### config.mk
export PLATFORM = sky130hd
export DESIGN_NAME = multicycle_controller
export DESIGN_NICKNAME = d
export VERILOG_FILES = /design/src/rtl/cpu_pkg.sv /design/src/rtl/aludec.sv /design/src/rtl/multicycle_controller.sv
export SDC_FILE = /design/constraint.sdc
export NUM_CORES = 1
export LEC_CHECK = 0
export ABC_CLOCK_PERIOD_IN_PS = 2170
export BUFFER_PORTS_ARGS = -buffer_cell sky130_fd_sc_hd__buf_2
export CAP_MARGIN = 20
export CORE_MARGIN = 3
export CORE_UTILIZATION = 50
export DETAILED_ROUTE_END_ITERATION = 7
export GPL_ROUTABILITY_DRIVEN = 1
export GPL_TIMING_DRIVEN = 0
export PLACE_DENSITY = 0.79
export SLEW_MARGIN = 15
export SYNTH_ARGS = -nofsm -noshare
export SYNTH_HDL_FRONTEND = slang
export SYNTH_SLANG_ARGS = --single-unit
### constraint.sdc
create_clock -name clk -period 2.17 [get_ports clk]
set_input_delay 0.1085 -clock clk [delete_from_list [all_inputs] [get_ports clk]]
set_output_delay 0.1085 -clock clk [all_outputs]
set_load 0.01 [all_outputs]
### src/rtl/cpu_pkg.sv
// Shared encodings for the multicycle CPU control path: FSM states, opcode map,
// ALU operation codes and datapath select constants.
package cpu_pkg;

  typedef enum logic [3:0] {
    S_FETCH    = 4'd0,
    S_DECODE   = 4'd1,
    S_MEMADR   = 4'd2,
    S_MEMRD    = 4'd3,
    S_MEMWB    = 4'd4,
    S_MEMWR    = 4'd5,
    S_EXECUTE  = 4'd6,
    S_ALUWB    = 4'd7,
    S_BRANCH   = 4'd8,
    S_ADDIEXEC = 4'd9,
    S_ADDIWB   = 4'd10,
    S_JUMP     = 4'd11
  } state_t;

  localparam logic [2:0] OP_RTYPE = 3'b000;
  localparam logic [2:0] OP_LW    = 3'b001;
  localparam logic [2:0] OP_SW    = 3'b010;
  localparam logic [2:0] OP_BEQ   = 3'b011;
  localparam logic [2:0] OP_ADDI  = 3'b100;
  localparam logic [2:0] OP_J     = 3'b101;

  localparam logic [1:0] ALUOP_ADD   = 2'b00;
  localparam logic [1:0] ALUOP_SUB   = 2'b01;
  localparam logic [1:0] ALUOP_FUNCT = 2'b10;

  localparam logic [1:0] SRCB_RT   = 2'b00;
  localparam logic [1:0] SRCB_TWO  = 2'b01;
  localparam logic [1:0] SRCB_IMM  = 2'b10;
  localparam logic [1:0] SRCB_IMM2 = 2'b11;

  localparam logic [1:0] PCSRC_ALU    = 2'b00;
  localparam logic [1:0] PCSRC_ALUOUT = 2'b01;
  localparam logic [1:0] PCSRC_JUMP   = 2'b10;

  localparam logic [3:0] FUNCT_ADD = 4'h0;
  localparam logic [3:0] FUNCT_SUB = 4'h1;
  localparam logic [3:0] FUNCT_AND = 4'h2;
  localparam logic [3:0] FUNCT_OR  = 4'h3;
  localparam logic [3:0] FUNCT_SLT = 4'h4;

  localparam logic [2:0] ALU_AND = 3'b000;
  localparam logic [2:0] ALU_OR  = 3'b001;
  localparam logic [2:0] ALU_ADD = 3'b010;
  localparam logic [2:0] ALU_SUB = 3'b110;
  localparam logic [2:0] ALU_SLT = 3'b111;

  function automatic logic op_defined(input logic [2:0] o);
    return (o <= OP_J);
  endfunction

endpackage

### src/rtl/aludec.sv
// ALU decoder: maps the controller's aluop plus the R-type funct field to an
// ALU operation. Unknown funct codes fall back to ADD.
module aludec
  import cpu_pkg::*;
(
  input  logic [3:0] funct,
  input  logic [1:0] aluop,
  output logic [2:0] alucontrol
);

  // aluop selects a fixed operation or defers to the funct field
  always_comb begin
    alucontrol = ALU_ADD;
    case (aluop)
      ALUOP_ADD: alucontrol = ALU_ADD;
      ALUOP_SUB: alucontrol = ALU_SUB;
      ALUOP_FUNCT: begin
        case (funct)
          FUNCT_ADD: alucontrol = ALU_ADD;
          FUNCT_SUB: alucontrol = ALU_SUB;
          FUNCT_AND: alucontrol = ALU_AND;
          FUNCT_OR:  alucontrol = ALU_OR;
          FUNCT_SLT: alucontrol = ALU_SLT;
          default:   alucontrol = ALU_ADD;
        endcase
      end
      default: alucontrol = ALU_ADD;
    endcase
  end

endmodule

### src/rtl/multicycle_controller.sv
// Moore FSM sequencing the shared multicycle datapath, with memory ready
// handshake, illegal-opcode pulse and a retired-instruction counter.
module multicycle_controller
  import cpu_pkg::*;
#(
  parameter int n = 16
) (
  input  logic         clk,
  input  logic         reset,
  input  logic [2:0]   op,
  input  logic [3:0]   funct,
  input  logic         zero,
  input  logic         mem_ready,
  output logic         pcen,
  output logic         iord,
  output logic         irwrite,
  output logic         memwrite,
  output logic         memtoreg,
  output logic         regdst,
  output logic         regwrite,
  output logic         alusrca,
  output logic [1:0]   alusrcb,
  output logic [1:0]   pcsrc,
  output logic [2:0]   alucontrol,
  output logic         illegal,
  output logic [n-1:0] instret
);

  state_t     state;
  logic [1:0] aluop;
  logic       pcen_s;
  logic       irwrite_s;
  logic       memwrite_s;
  logic       regwrite_s;
  logic       retire_s;

  // An instruction retires on the edge that carries its last state into FETCH
  always_comb begin
    retire_s = 1'b0;
    case (state)
      S_MEMWB, S_ALUWB, S_ADDIWB, S_BRANCH, S_JUMP: retire_s = 1'b1;
      S_MEMWR: retire_s = mem_ready;
      default: retire_s = 1'b0;
    endcase
  end

  // State register and retired-instruction counter
  always_ff @(posedge clk or negedge reset) begin
    if (!reset) begin
      state   <= S_FETCH;
      instret <= {n{1'b0}};
    end else begin
      case (state)
        S_FETCH: if (mem_ready) state <= S_DECODE;
        S_DECODE: begin
          case (op)
            OP_LW, OP_SW: state <= S_MEMADR;
            OP_RTYPE:     state <= S_EXECUTE;
            OP_BEQ:       state <= S_BRANCH;
            OP_ADDI:      state <= S_ADDIEXEC;
            OP_J:         state <= S_JUMP;
            default:      state <= S_FETCH;
          endcase
        end
        S_MEMADR:   state <= (op == OP_SW) ? S_MEMWR : S_MEMRD;
        S_MEMRD:    if (mem_ready) state <= S_MEMWB;
        S_MEMWR:    if (mem_ready) state <= S_FETCH;
        S_EXECUTE:  state <= S_ALUWB;
        S_ADDIEXEC: state <= S_ADDIWB;
        default:    state <= S_FETCH;
      endcase
      if (retire_s) instret <= instret + n'(1);
    end
  end

  // Per-state datapath controls; only FETCH and BRANCH look at inputs
  always_comb begin
    pcen_s     = 1'b0;
    iord       = 1'b0;
    irwrite_s  = 1'b0;
    memwrite_s = 1'b0;
    memtoreg   = 1'b0;
    regdst     = 1'b0;
    regwrite_s = 1'b0;
    alusrca    = 1'b0;
    alusrcb    = SRCB_RT;
    pcsrc      = PCSRC_ALU;
    aluop      = ALUOP_ADD;
    case (state)
      S_FETCH: begin
        alusrcb   = SRCB_TWO;
        irwrite_s = mem_ready;
        pcen_s    = mem_ready;
      end
      S_DECODE: alusrcb = SRCB_IMM2;
      S_MEMADR, S_ADDIEXEC: begin
        alusrca = 1'b1;
        alusrcb = SRCB_IMM;
      end
      S_MEMRD: iord = 1'b1;
      S_MEMWB: begin
        memtoreg   = 1'b1;
        regwrite_s = 1'b1;
      end
      S_MEMWR: begin
        iord       = 1'b1;
        memwrite_s = 1'b1;
      end
      S_EXECUTE: begin
        alusrca = 1'b1;
        aluop   = ALUOP_FUNCT;
      end
      S_ALUWB: begin
        regdst     = 1'b1;
        regwrite_s = 1'b1;
      end
      S_ADDIWB: regwrite_s = 1'b1;
      S_BRANCH: begin
        alusrca = 1'b1;
        aluop   = ALUOP_SUB;
        pcsrc   = PCSRC_ALUOUT;
        pcen_s  = zero;
      end
      S_JUMP: begin
        pcsrc  = PCSRC_JUMP;
        pcen_s = 1'b1;
      end
      default: pcen_s = 1'b0;
    endcase
  end

  // Write enables are gated by reset directly so they fall without waiting for a clock
  assign pcen     = reset & pcen_s;
  assign irwrite  = reset & irwrite_s;
  assign memwrite = reset & memwrite_s;
  assign regwrite = reset & regwrite_s;
  assign illegal  = (state == S_DECODE) && !op_defined(op);

  aludec u_aludec (
    .funct      (funct),
    .aluop      (aluop),
    .alucontrol (alucontrol)
  );

endmodule

==> metrics.md <==
| Metric | Value |
|---|---|
| Inst Count DP | `between 200 and 250` |
| Final non-filler cell total | `roughly 240` |
| Layout cell share with drive strength beyond 1 | `about 36%` |
| Layout Nets | `227` |
| Skew final | `between 0.003 and 0.004 ns` |
| Final hold slack | `between 0.15 and 0.2 ns` |
| Worst r2r src | `state[0]` |
| Final-report max-slew violation count | `0` |
| Slowest stage delay, CP | `between 0.4 and 0.5 ns` |
| Die ar. | `3390 sq um` |
| Flop2flop setup slack | `approximately 0.21 ns` |
| Endpoint type of the worst setup path | `output pin` |
| Arrival time worst endpoint | `1.99 ns` |
| Vias | `between 1000 and 1500` |
| Largest net degree at the start of global routing | `25` |
| Final Setup Violations | `0` |
| # rows | `18` |
| Sw frac | `between 40% and 50%` |
| Detailed Route WL | `approximately 3.5 mm` |
| WHS Endpoint | `state[1]` |
| VDD IR max | `around 0.71 mV` |
| CP Launch Type | `flip-flop` |
| Mean Syn Cell Area | `8.62 sq um` |
| Max-cap violations | `0` |
| Ports | `43` |
| CTS tree | `done` |
| Pint | `around 1.0 mW` |
| Post-Synthesis Cells | `between 150 and 200` |
| ANT cells | `0` |
| WL/cell | `14.6 um` |
| Skew-Pair Late Insertion Delay | `0.30 ns` |
| Setup CP Type | `flip-flop to output pin` |
| Clock Pin Slew Worst Setup and Hold Paths | `between 0.1 and 0.15 ns` |
| Slew Limit Headroom | `around 65%` |
| Commonest non-fill, non-tap cell in the layout | `buf_2` |
| Max FO, Critical Path | `10` |
| Global route overflow | `0` |
| Gp weighted congestion | `0.875` |
| 1st-iter DRT viols | `47` |
| Comb power frac | `a little under three fifths` |
| F_max | `~480 MHz` |
| Chip Height | `just under 60 um` |
| FF-to-FF End | `instret[13]` |
| CP cell instances | `buf_4 -> or3_4 -> ha_2 -> nor4b_2 -> o21a_1 -> buf_2` |
| CTS root buf | `clkbuf_4` |
| Crit-path slowest cell | `dfrtp_2` |
| Cell variety after synth | `35` |
| H-tree depth | `1` |
| CTS sink cnt | `20` |
| Post-Syn Nets | `173` |
| #FFs+latches synth | `20` |
| Residual DRC | `0` |
| Detailed-router iteration count before antenna repair | `4` |
| P&R area growth vs syn | `30.1%` |
| Drt via density | `about 5.6` |
| Total GRT Usage | `20.1%` |
| Vias in the first global route | `1215` |
| Status | `complete, no violations` |
| Worst Path Required | `around 2 ns` |
| Dpl hpwl | `approximately 2.4 mm` |
| Sequential area share after synthesis | `approximately 37%` |
| Lkg Pwr | `0.808 nW` |
| Worst slew pin tran | `slightly above 0.5 ns` |
| First-pass GRT wire length | `5.31 mm` |
| Min Tclk post-route | `around 2.1 ns` |
| Core ar. | `about 2500 sq um` |
| Period utilization | `a little over nine tenths` |
| Pwr Density | `~1000 nW/um^2` |
| Synth Cell Area | `roughly 1400 sq um` |
| Yosys Warn Count | `0` |
| Register share of total power | `32.3%` |
| Clock power frac | `approximately 13%` |
| Switching power | `around 750 uW` |
| CTS buffer count | `3` |
| Most frequent cells in the layout | `43 x buf_2, 17 x xnor2_1, 17 x dfrtp_1, 14 x nor2_1, 13 x nand2_1` |
| Final Hold Viols | `0` |
| Hold_sp | `op[1]` |
| Worst min-delay path class | `primary input to flip-flop` |
| Initial Util | `between 50% and 60%` |
| Initial antenna violation count | `0` |
| CTS max path bufs | `2` |
| Die X | `58.2 um` |
| Port Buffers | `41` |
| Worst Hold Path Cells | `4` |
| Worst r2r path cells | `8` |
| Routed Antenna Nets | `0` |
-- Yosys cell counts, drive strengths merged --
master	n	area share, %
nand3b	2	1.1
nor4	1	0.46
nor4bb	1	0.73
nand2b	4	1.8
a21oi	9	3.6
nand4	7	3.2
or3	1	0.46
mux2	1	0.83
dfrtp	20	37
o221a	1	0.83
a211oi	1	1.5
o31ai	1	0.55
o21a	1	0.55
nor2	14	3.9
clkbuf	4	1.2
a31oi	1	0.46
nand3	10	3.7
nor3	9	3.3
o21ai	8	3.2
ha	4	3.7
nor4b	1	0.64
xnor2	17	11
nor2b	7	3.2
nor3b	4	2.2
buf	5	1.8
mux2i	3	2.2
nand4b	1	0.64
inv	2	0.55
nand2	14	3.9
and4	2	1.3
and3	2	0.92
-- flip-flops by register name, indices dropped and copies added (netlist names) --
name     count
instret     16
state        4
-- through the flow --
stage / instance area, sq um / setup TNS [ns] / utilization, % / total power [mW] / setup slack (ns)
after floorplan: 1360 / 0 / - / 1.11 / 0.280
after global placement: 1610 / 0 / 63.1 / 1.35 / 0.218
after detailed placement: 1610 / 0 / 63.1 / 1.38 / 0.203
after CTS: 1670 / 0 / 65.8 / 1.62 / 0.00554
after global routing: 1770 / -0.0166 / 69.7 / 1.88 / -0.0166
final: 1770 / 0 / 69.7 / 1.75 / 0.0764
-- power by group through the flow --
stage	combinational [mW]	clock (mW)	sequential (mW)
global route	1.07	0.233	0.579
detailed placement	0.823	0	0.552
global placement	0.802	0	0.545
floorplan	0.560	0	0.554
finish	0.966	0.221	0.567
CTS	0.822	0.221	0.573
-- critical path: cells and delay by family (launching register included) --
| family | cells | cell delay (ns) |
|---|---|---|
| fa+ha+maj | 1 | 0.21 |
| flops | 1 | 0.45 |
| compound gates | 1 | 0.16 |
| simple gates | 2 | 0.57 |
| buf+inv | 2 | 0.30 |
-- cells by family after synthesis --
group           Yosys count  share of synthesized area (%)
compound gates           22                           10.7
simple gates             80                           31.4
buf+inv                  11                           3.58
fa+ha+maj                 4                           3.67
xor+xnor                 17                           10.9
mux                       4                           3.03
flops                    20                           36.7
-- per-layer routing --
metal	global-route usage (%)	vias up	routed length, um
met3	3.34	4	162
met2	35.6	43	1900
li1	-	663	-
met1	23.9	639	1420
met5	0	-	0
met4	7.95	0	32
-- cell type report --
cell class                      instances  area, sq um
Buffer                                  7         37.5
Fill cell                             204          772
Clock buffer                            4         36.3
Sequential cell                        20          504
Inverter                                2         7.51
Tap cell                               30         37.5
Multi-Input combinational cell        127          867
Timing Repair Buffer                   51          283
-- worst max path at each step --
| stage | startpoint | end | slack (ns) |
|---|---|---|---|
| after floorplan | state[2] | alucontrol[0] | 0.28 |
| after global placement | state[2] | alucontrol[0] | 0.22 |
| after detailed placement | state[3] | alucontrol[0] | 0.20 |
| after CTS | state[0] | alucontrol[0] | 0.006 |
| after global routing | state[2] | alucontrol[2] | -0.02 |
| final | state[0] | alucontrol[2] | 0.08 |
-- what timing repair did --
action                                  4_1_cts  5_1_grt
resized for setup                             6        9
hold buffers                                  1        0
hold endpoints to repair                     20        0
endpoints found under the setup margin        3        2
setup buffers                                 1        8
Power figures use the tool's default switching activity.
